File: src/rtl/spi_pkg.sv
// Shared state encoding, SPI mode constants and default sizing for the
// SPI transmit serializer and its clock generator.
package spi_pkg;

  typedef enum logic [2:0] {
    IDLE,
    FETCH,
    LATCH,
    SHIFT,
    GAP
  } spi_state_t;

  // Mode 0: SCLK idles low, data is sampled on the leading (rising) edge.
  localparam logic CPOL = 1'b0;
  localparam logic CPHA = 1'b0;

  localparam int DEFAULT_DATA_WIDTH = 32;
  localparam int DEFAULT_CLK_DIV    = 2;

endpackage

File: src/rtl/spi_clk_gen.sv
// SCLK divider: holds each SCLK level for CLK_DIV clk cycles while enabled and
// flags the cycle whose closing clk edge will toggle SCLK.
module spi_clk_gen
  import spi_pkg::*;
#(
  parameter int CLK_DIV = DEFAULT_CLK_DIV
) (
  input  logic clk,
  input  logic rst,
  input  logic en,
  output logic sclk,
  output logic rise,
  output logic fall
);

  localparam int               DIV_W    = $clog2(CLK_DIV) + 1;
  localparam logic [DIV_W-1:0] DIV_LAST = DIV_W'(CLK_DIV - 1);

  logic [DIV_W-1:0] div_cnt;
  logic             phase_end;

  // Strobes lead the SCLK register by one cycle so the datapath can act on
  // the same clk edge that moves the pin.
  assign phase_end = en && (div_cnt == DIV_LAST);
  assign rise      = phase_end && !sclk;
  assign fall      = phase_end && sclk;

  always_ff @(posedge clk) begin
    if (rst || !en) begin
      div_cnt <= '0;
      sclk    <= CPOL;
    end else if (div_cnt == DIV_LAST) begin
      div_cnt <= '0;
      sclk    <= ~sclk;
    end else begin
      div_cnt <= div_cnt + DIV_W'(1);
    end
  end

endmodule

File: src/rtl/spi_tx_serializer.sv
// SPI mode-0 master: pops words from the TX FIFO, shifts them MSB-first on
// MOSI while capturing MISO, and pushes each captured word into the RX FIFO.
module spi_tx_serializer
  import spi_pkg::*;
#(
  parameter int DATA_WIDTH = DEFAULT_DATA_WIDTH,
  parameter int CLK_DIV    = DEFAULT_CLK_DIV
) (
  input  logic                  clk,
  input  logic                  rst,
  input  logic                  enable,
  input  logic                  tx_empty,
  output logic                  tx_rd_en,
  input  logic [DATA_WIDTH-1:0] tx_rd_data,
  input  logic                  rx_full,
  output logic                  rx_wr_en,
  output logic [DATA_WIDTH-1:0] rx_wr_data,
  output logic                  sclk,
  output logic                  mosi,
  input  logic                  miso,
  output logic                  cs_n,
  output logic                  busy,
  output logic                  done,
  output logic                  rx_overflow
);

  localparam int               BIT_W          = $clog2(DATA_WIDTH);
  localparam logic [BIT_W-1:0] BIT_LAST       = BIT_W'(DATA_WIDTH - 1);
  localparam int               DIV_W          = $clog2(CLK_DIV) + 1;
  localparam logic [DIV_W-1:0] GAP_LAST       = DIV_W'(CLK_DIV - 1);
  localparam bit               SAMPLE_ON_RISE = (CPHA == 1'b0);

  spi_state_t state, next_state;

  logic [DATA_WIDTH-1:0] shift_reg;
  logic [DATA_WIDTH-1:0] rx_shift;
  logic [BIT_W-1:0]      bit_cnt;
  logic [DIV_W-1:0]      gap_cnt;

  logic shift_en;
  logic sclk_rise;
  logic sclk_fall;
  logic sample_edge;
  logic launch_edge;
  logic word_last;
  logic fetch_ok;

  logic tx_rd_en_d;
  logic rx_wr_en_d;
  logic done_d;
  logic busy_d;
  logic cs_n_d;
  logic overflow_d;

  assign shift_en = (state == SHIFT);

  spi_clk_gen #(
    .CLK_DIV(CLK_DIV)
  ) u_clk_gen (
    .clk (clk),
    .rst (rst),
    .en  (shift_en),
    .sclk(sclk),
    .rise(sclk_rise),
    .fall(sclk_fall)
  );

  assign sample_edge = SAMPLE_ON_RISE ? sclk_rise : sclk_fall;
  assign launch_edge = SAMPLE_ON_RISE ? sclk_fall : sclk_rise;

  // The closing edge of the last bit's high phase is the word-end decision point.
  assign word_last = shift_en && launch_edge && (bit_cnt == BIT_LAST);
  assign fetch_ok  = enable && !tx_empty;

  // The shift register's MSB is the bit currently on the wire.
  assign mosi = shift_reg[DATA_WIDTH-1];

  always_ff @(posedge clk) begin
    if (rst) begin
      state <= IDLE;
    end else begin
      state <= next_state;
    end
  end

  always_comb begin
    next_state = state;
    case (state)
      IDLE:    if (fetch_ok) next_state = FETCH;
      FETCH:   next_state = LATCH;
      LATCH:   next_state = SHIFT;
      SHIFT:   if (word_last) next_state = fetch_ok ? FETCH : GAP;
      GAP:     if (gap_cnt == GAP_LAST) next_state = IDLE;
      default: next_state = IDLE;
    endcase
  end

  // Next-cycle values of the control outputs; they are registered below so
  // no input reaches a pin without passing through a flop.
  always_comb begin
    tx_rd_en_d = (next_state == FETCH);
    busy_d     = (next_state != IDLE);
    done_d     = word_last;
    rx_wr_en_d = word_last && !rx_full;
    overflow_d = rx_overflow || (word_last && rx_full);
    cs_n_d     = cs_n;
    if (state == LATCH) begin
      cs_n_d = 1'b0;
    end else if (word_last && (next_state == GAP)) begin
      cs_n_d = 1'b1;
    end
  end

  always_ff @(posedge clk) begin
    if (rst) begin
      tx_rd_en    <= 1'b0;
      rx_wr_en    <= 1'b0;
      done        <= 1'b0;
      busy        <= 1'b0;
      cs_n        <= 1'b1;
      rx_overflow <= 1'b0;
      rx_wr_data  <= '0;
    end else begin
      tx_rd_en    <= tx_rd_en_d;
      rx_wr_en    <= rx_wr_en_d;
      done        <= done_d;
      busy        <= busy_d;
      cs_n        <= cs_n_d;
      rx_overflow <= overflow_d;
      if (rx_wr_en_d) begin
        rx_wr_data <= rx_shift;
      end
    end
  end

  // Shift datapath; the last bit is not shifted out so MOSI holds it afterwards.
  always_ff @(posedge clk) begin
    if (rst) begin
      shift_reg <= '0;
      rx_shift  <= '0;
      bit_cnt   <= '0;
      gap_cnt   <= '0;
    end else begin
      gap_cnt <= (state == GAP) ? gap_cnt + DIV_W'(1) : '0;
      if (state == LATCH) begin
        shift_reg <= tx_rd_data;
        rx_shift  <= '0;
        bit_cnt   <= '0;
      end else begin
        if (sample_edge) begin
          rx_shift <= {rx_shift[DATA_WIDTH-2:0], miso};
        end
        if (launch_edge && (bit_cnt != BIT_LAST)) begin
          shift_reg <= {shift_reg[DATA_WIDTH-2:0], 1'b0};
          bit_cnt   <= bit_cnt + BIT_W'(1);
        end
      end
    end
  end

endmodule

File: config.mk
export PLATFORM = sky130hd
export DESIGN_NAME = spi_tx_serializer
export DESIGN_NICKNAME = d
export VERILOG_FILES = /design/src/rtl/spi_pkg.sv /design/src/rtl/spi_clk_gen.sv /design/src/rtl/spi_tx_serializer.sv
export SDC_FILE = /design/constraint.sdc
export NUM_CORES = 1
export LEC_CHECK = 0
export CORE_MARGIN = 2
export CORE_UTILIZATION = 45
export CTS_CLUSTER_SIZE = 20
export DETAILED_ROUTE_END_ITERATION = 6
export PLACE_DENSITY_LB_ADDON = 0.05
export RECOVER_POWER = 100
export SYNTH_ARGS = -nofsm -noshare
export SYNTH_HDL_FRONTEND = slang
export SYNTH_HIERARCHICAL = 1
export SYNTH_SLANG_ARGS = --single-unit
File: constraint.sdc
create_clock -name clk -period 2.7 [get_ports clk]
set_input_delay 0.54 -clock clk [delete_from_list [all_inputs] [get_ports clk]]
set_output_delay 0.54 -clock clk [all_outputs]
set_load 0.005 [all_outputs]
# Word level (Yosys, flattened, before mapping)
# Cells that the tools add are included.
# classes
bitwise_logic,2
mux,9
n_reduce_logical,23
eq_ne,10
add_sub_neg,3
# ops
operator,count
$mux W32,2
$pmux W3 S5,1
$mux W3,4
$logic_and A1 B1 Y1,10
$eq A3 B1 Y1 const B,2
$eq A3 B2 Y1 const B,2
$eq A3 B3 Y1 const B,2
$reduce_or A2 Y1,3
$add A5 B1 Y5 const B,1
$eq A5 B5 Y1 const B,1
$ne A5 B5 Y1 const B,1
$add A2 B1 Y2 const B,2
$eq A2 B1 Y1 const B,2
$logic_not A1 Y1,4
$reduce_bool A2 Y1,2
$logic_not A3 Y1,1
$reduce_bool A3 Y1,1
$logic_or A1 B1 Y1,2
$mux W1,2
$not A1 Y1,2
# word_totals
regBits,115
word_cells,61
output_inout_bits,40
inputBits,38

# Depth between registers and ports, before layout
# logic_depth
word_depth,11
mapped_depth,9
depth_no_buf,6

# By module
# Netlist, hierarchy kept.
# modules_own_cells
module,seq_area_each_um2,instances,cells_each,area_per_inst_um2
spi_tx_serializer,2242.2,1,494,4650.7
spi_clk_gen,60.1,1,13,120.1

# Worst setup path before layout
# Ideal clock, no wire load.
# synth_timing
kind,register to register
start,register state[2]
end,register shift_reg[16]
path_stages_with_launch,10
slack_ns,0.938
path_buffers,3
setup_ns,0.088
arrival_time_ns,1.674
synth_period_minus_slack_ns,1.762
path_cell_list,dfxtp_1 -> buf_2 -> nand3b_4 -> inv_1 -> and3_2 -> nor2b_1 -> buf_2 -> buf_2 -> nand2_1 -> a311oi_2
# synth_between
elab_chain_cells,5
# synth_rtl
item,line,source
"start, declared",spi_tx_serializer.sv:33,"spi_state_t state, next_state;"
"start signal, assigned",spi_tx_serializer.sv:82,state <= next_state;
$eq A3 B2 Y1,spi_tx_serializer.sv:55,assign shift_en = (state == SHIFT);
via shift_en,spi_tx_serializer.sv:40,logic shift_en;
$logic_and A1 B1 Y1,spi_clk_gen.sv:24,assign phase_end = en && (div_cnt == DIV_LAST);
$logic_and A1 B1 Y1,spi_clk_gen.sv:26,assign fall = phase_end && sclk;
via launch_edge,spi_tx_serializer.sv:44,logic launch_edge;
$logic_and A1 B1 Y1,spi_tx_serializer.sv:153,if (launch_edge && (bit_cnt != BIT_LAST)) begin
$reduce_bool A2 Y1 (no source line),n/a,
"end signal, assigned",spi_tx_serializer.sv:146,shift_reg <= tx_rd_data;
"end signal, assigned",spi_tx_serializer.sv:154,"shift_reg <= {shift_reg[DATA_WIDTH-2:0], 1'b0};"
"end, declared",spi_tx_serializer.sv:35,logic [DATA_WIDTH-1:0] shift_reg;
# The timed path passes the listed nets, and every way through them passes these cells.
# A chain may end at the register's enable or synchronous reset.

# Final worst setup path
# layout_timing
start,register state[2]
end,register rx_wr_data[18]
# layout_between
elab_chain_cells,6
# layout_rtl
item,line,source
$eq A3 B2 Y1,spi_tx_serializer.sv:55,
via shift_en,spi_tx_serializer.sv:40,
$logic_and A1 B1 Y1,spi_clk_gen.sv:24,
$logic_and A1 B1 Y1,spi_clk_gen.sv:26,
via launch_edge,spi_tx_serializer.sv:44,
$logic_and A1 B1 Y1 (2 in a row),spi_tx_serializer.sv:72,assign word_last = shift_en && launch_edge && (bit_cnt == BIT_LAST);
$logic_and A1 B1 Y1,spi_tx_serializer.sv:104,rx_wr_en_d = word_last && !rx_full;
"end signal, assigned",spi_tx_serializer.sv:131,rx_wr_data <= rx_shift;
"end, declared",spi_tx_serializer.sv:17,"output logic [DATA_WIDTH-1:0] rx_wr_data,"
# The timed path passes the listed nets, and every way through them passes these cells.

==> qor.yml <==
worst_r2r_path_depth: 7
clkLatencyLatePin_ns: 0.51
synthToLayoutAreaGrowth_pct: 27.9
use_met1_pct: 21.5
ys.flop_type: "dfxtp_1"
rsz0062_at_grt: "false"
ys_ff_latch: 115
busiest_layer: "met2"
core_um2: 10300
irDropWorstVdd_uv: 408
drt-initial-drc-count: 141
synth_top_family_by_area: "simple AND/OR/NAND/NOR gates"
ctsResizeCount: 0
hold_viol: 0
crit_required_ns: 3.14
place_ws_ns: 0.738
die_h_um: 107
grt_pass1_wl_mm: 15.8
layout_common_cells: "dfxtp_1 (115), nor2_1 (73), nand2b_1 (67), mux2i_1 (64)"
grt.overflow.total: 0
synthAdderAreaFrac_pct: 1.05
worstSetupPathType: "reg2reg"
dieArea_um2: 11400
totalWireLength_mm: 9.20
use_met2_pct: 27.9
finalClockSkew_ns: 0.00931
critical_path_peak_fanout: 32
r2r_end: "rx_wr_data[18]$_SDFFE_PP0P_"
die_x_um: 107
cts_tree: "yes"
cp-start-kind: "register"
min_from: "u_clk_gen/div_cnt[0]$_SDFF_PP0_"
synth_compound_area_share_pct: 9.76
async_reset_ff_share_pct: 0
wire_per_inst_um: 12.8
cts_setup_buffers: 0
worstHoldPathCells: 1
boundaryPins: 78
n_antenna_cell: 0
met3_usage_pct: 6.57
vias: 3633
n_fill_cell: 924
clk_pin_slew_ns: 0.06
grt_max_degree: 70
netlist_area_um2: 4770
final_common_cell: "dfxtp_1"
finalCritPeriodShare_pct: 78.0
setup_viol_count_final: 0
tritoncts.num_buffers: 17
hold-path-endpoint: "u_clk_gen/div_cnt[0]$_SDFF_PP0_"
status: "complete, no violations"
synth_edf_count: 0
cts_root_buf: "clkbuf_8"
hold_path.class: "reg2reg"
synthMuxAreaShare_pct: 13.4
avgSynthCellArea_um2: 9.41
grt_use_total_pct: 17.4
gp_congestion: 0.728
max_freq_mhz: 475
initial_core_util_pct: 46.2
antenna_found_initial: 0
htree_num_levels: 4
power_leakage_nw: 2.19
period_minus_slack_ns: 2.11
finalSetupTns_ns: 0
yosysSeqAreaShare_pct: 48.3
syn-instance-count: 507
reg2reg_slack_ns: 0.59
synth_xor_area_share_pct: 0.551
ys_warn_count: 6
cts_sinks: 115
synth_nets: 549
drive_gt1_share_pct: 7.72
fin_ws_ns: 0.594
drc: 0
clockBufferDepth: 2
rr_startpoint: "state[2]$_SDFF_PP0_"
hpwl_mm: 5.63
end_kind: "register"
portBuffers: 77
ys_types: 35
grt_pass1_vias: 3548
slew_violations: 0
p_per_area_nw_per_um2: 669
postCtsHoldBufs: 0
synth_simple_gate_area_share_pct: 21.6
firstDrtPassIters: 4
maxCapViolCount: 0
worstMarginPinSlew_ns: 0.570
max_slew_margin_pct: 62.0
viasPerCell: 5.05
nets: 613
drtAntennaViolNets: 0
cp.arrival_ns: 2.54
rows: 37
==> metrics by stage <==
stage | hold slack, ns | power [mW] | util (%) | cell area (um2) | instances
after floorplan | 0.396 | 1.95 | - | 4770 | 507
after detailed placement | 0.413 | 2.03 | 53.9 | 5570 | 688
after CTS | 0.430 | 4.13 | 59.3 | 6130 | 719
after global placement | 0.405 | 2.03 | 53.9 | 5570 | 688
final | 0.430 | 4.08 | 59.1 | 6100 | 719
after global routing | 0.448 | 4.24 | 59.1 | 6100 | 719
==> worst max-delay path by stage <==
stage	from	endpoint	slack (ns)	cells after the start
finish	state[2]$_SDFF_PP0_	rx_wr_data[18]$_SDFFE_PP0P_	0.59	7
global route	state[2]$_SDFF_PP0_	rx_wr_data[1]$_SDFFE_PP0P_	0.34	7
CTS	u_clk_gen/sclk$_SDFFE_PP0N_	sclk	0.64	1
detailed placement	state[2]$_SDFF_PP0_	shift_reg[30]$_SDFFE_PP0P_	0.74	7
global placement	bit_cnt[0]$_SDFFE_PP0P_	bit_cnt[3]$_SDFFE_PP0P_	0.79	7
floorplan	state[2]$_SDFF_PP0_	shift_reg[16]$_SDFFE_PP0P_	0.94	9
==> power by group <==
| group | switching (mW) | internal (mW) | total, mW |
|---|---|---|---|
| registers | 0.0244 | 1.74 | 1.77 |
| logic | 0.109 | 0.117 | 0.225 |
| clock network | 0.744 | 1.34 | 2.09 |
==> area by class of cell <==
cell class | count | area, um2 | area share, %
clock inverter | 11 | 111 | 1.83
timing repair buffer | 84 | 856 | 14.0
sequential | 115 | 2300 | 37.7
tap | 136 | 170 | 2.79
clock buffer | 20 | 445 | 7.30
multi-input combinational | 350 | 2200 | 36.1
inverter | 3 | 11.3 | 0.185
==> layer usage <==
layer  part of all wire, %  vias to the layer above  wire (um)
li1                      -                     1833          -
met1                    48                     1724       4440
met2                    47                       67       4290
met3                   4.0                        9        370
met4                   1.0                        0         95
met5                     0                        -          0
==> worst max-delay path, cell delays in order, from the launching register on <==
cell      delay, ns
dfxtp_1        0.41
nand3b_1       0.25
inv_1          0.14
and3_1         0.27
nand2_1        0.13
nor3_1         0.29
buf_12         0.28
mux2i_1        0.22
==> cells by family (layout without fill, tap and decap cells) <==
logic type               after synthesis  count (layout)
adder cells (fa/ha/maj)                4               4
XOR/XNOR                               3               3
multiplexers                          64              64
AND/OR/NAND/NOR                      205             205
buffers and inverters                 42             118
AO/OA/AOI/OAI                         74              74
flip-flops                           115             115
==> cell usage after synthesis (2+ instances only) <==
cell      number  area [um2]
dfxtp_1      115        2300
nor2_1        74         278
nand2b_1      67         419
mux2i_1       64         641
nand2_1       40         150
a21oi_1       36         180
a211oi_1      30         225
buf_2         15        75.1
clkbuf_1      15        56.3
nor3_1         6        30.0
buf_6          4        45.0
buf_8          4        60.1
ha_1           4        50.1
o21ai_0        4        20.0
inv_1          3        11.3
nand3_1        3        15.0
and3_1         2        12.5
nor2b_1        2        12.5
or3_1          2        12.5
xnor2_1        2        17.5
Power figures use the tool's default switching activity.
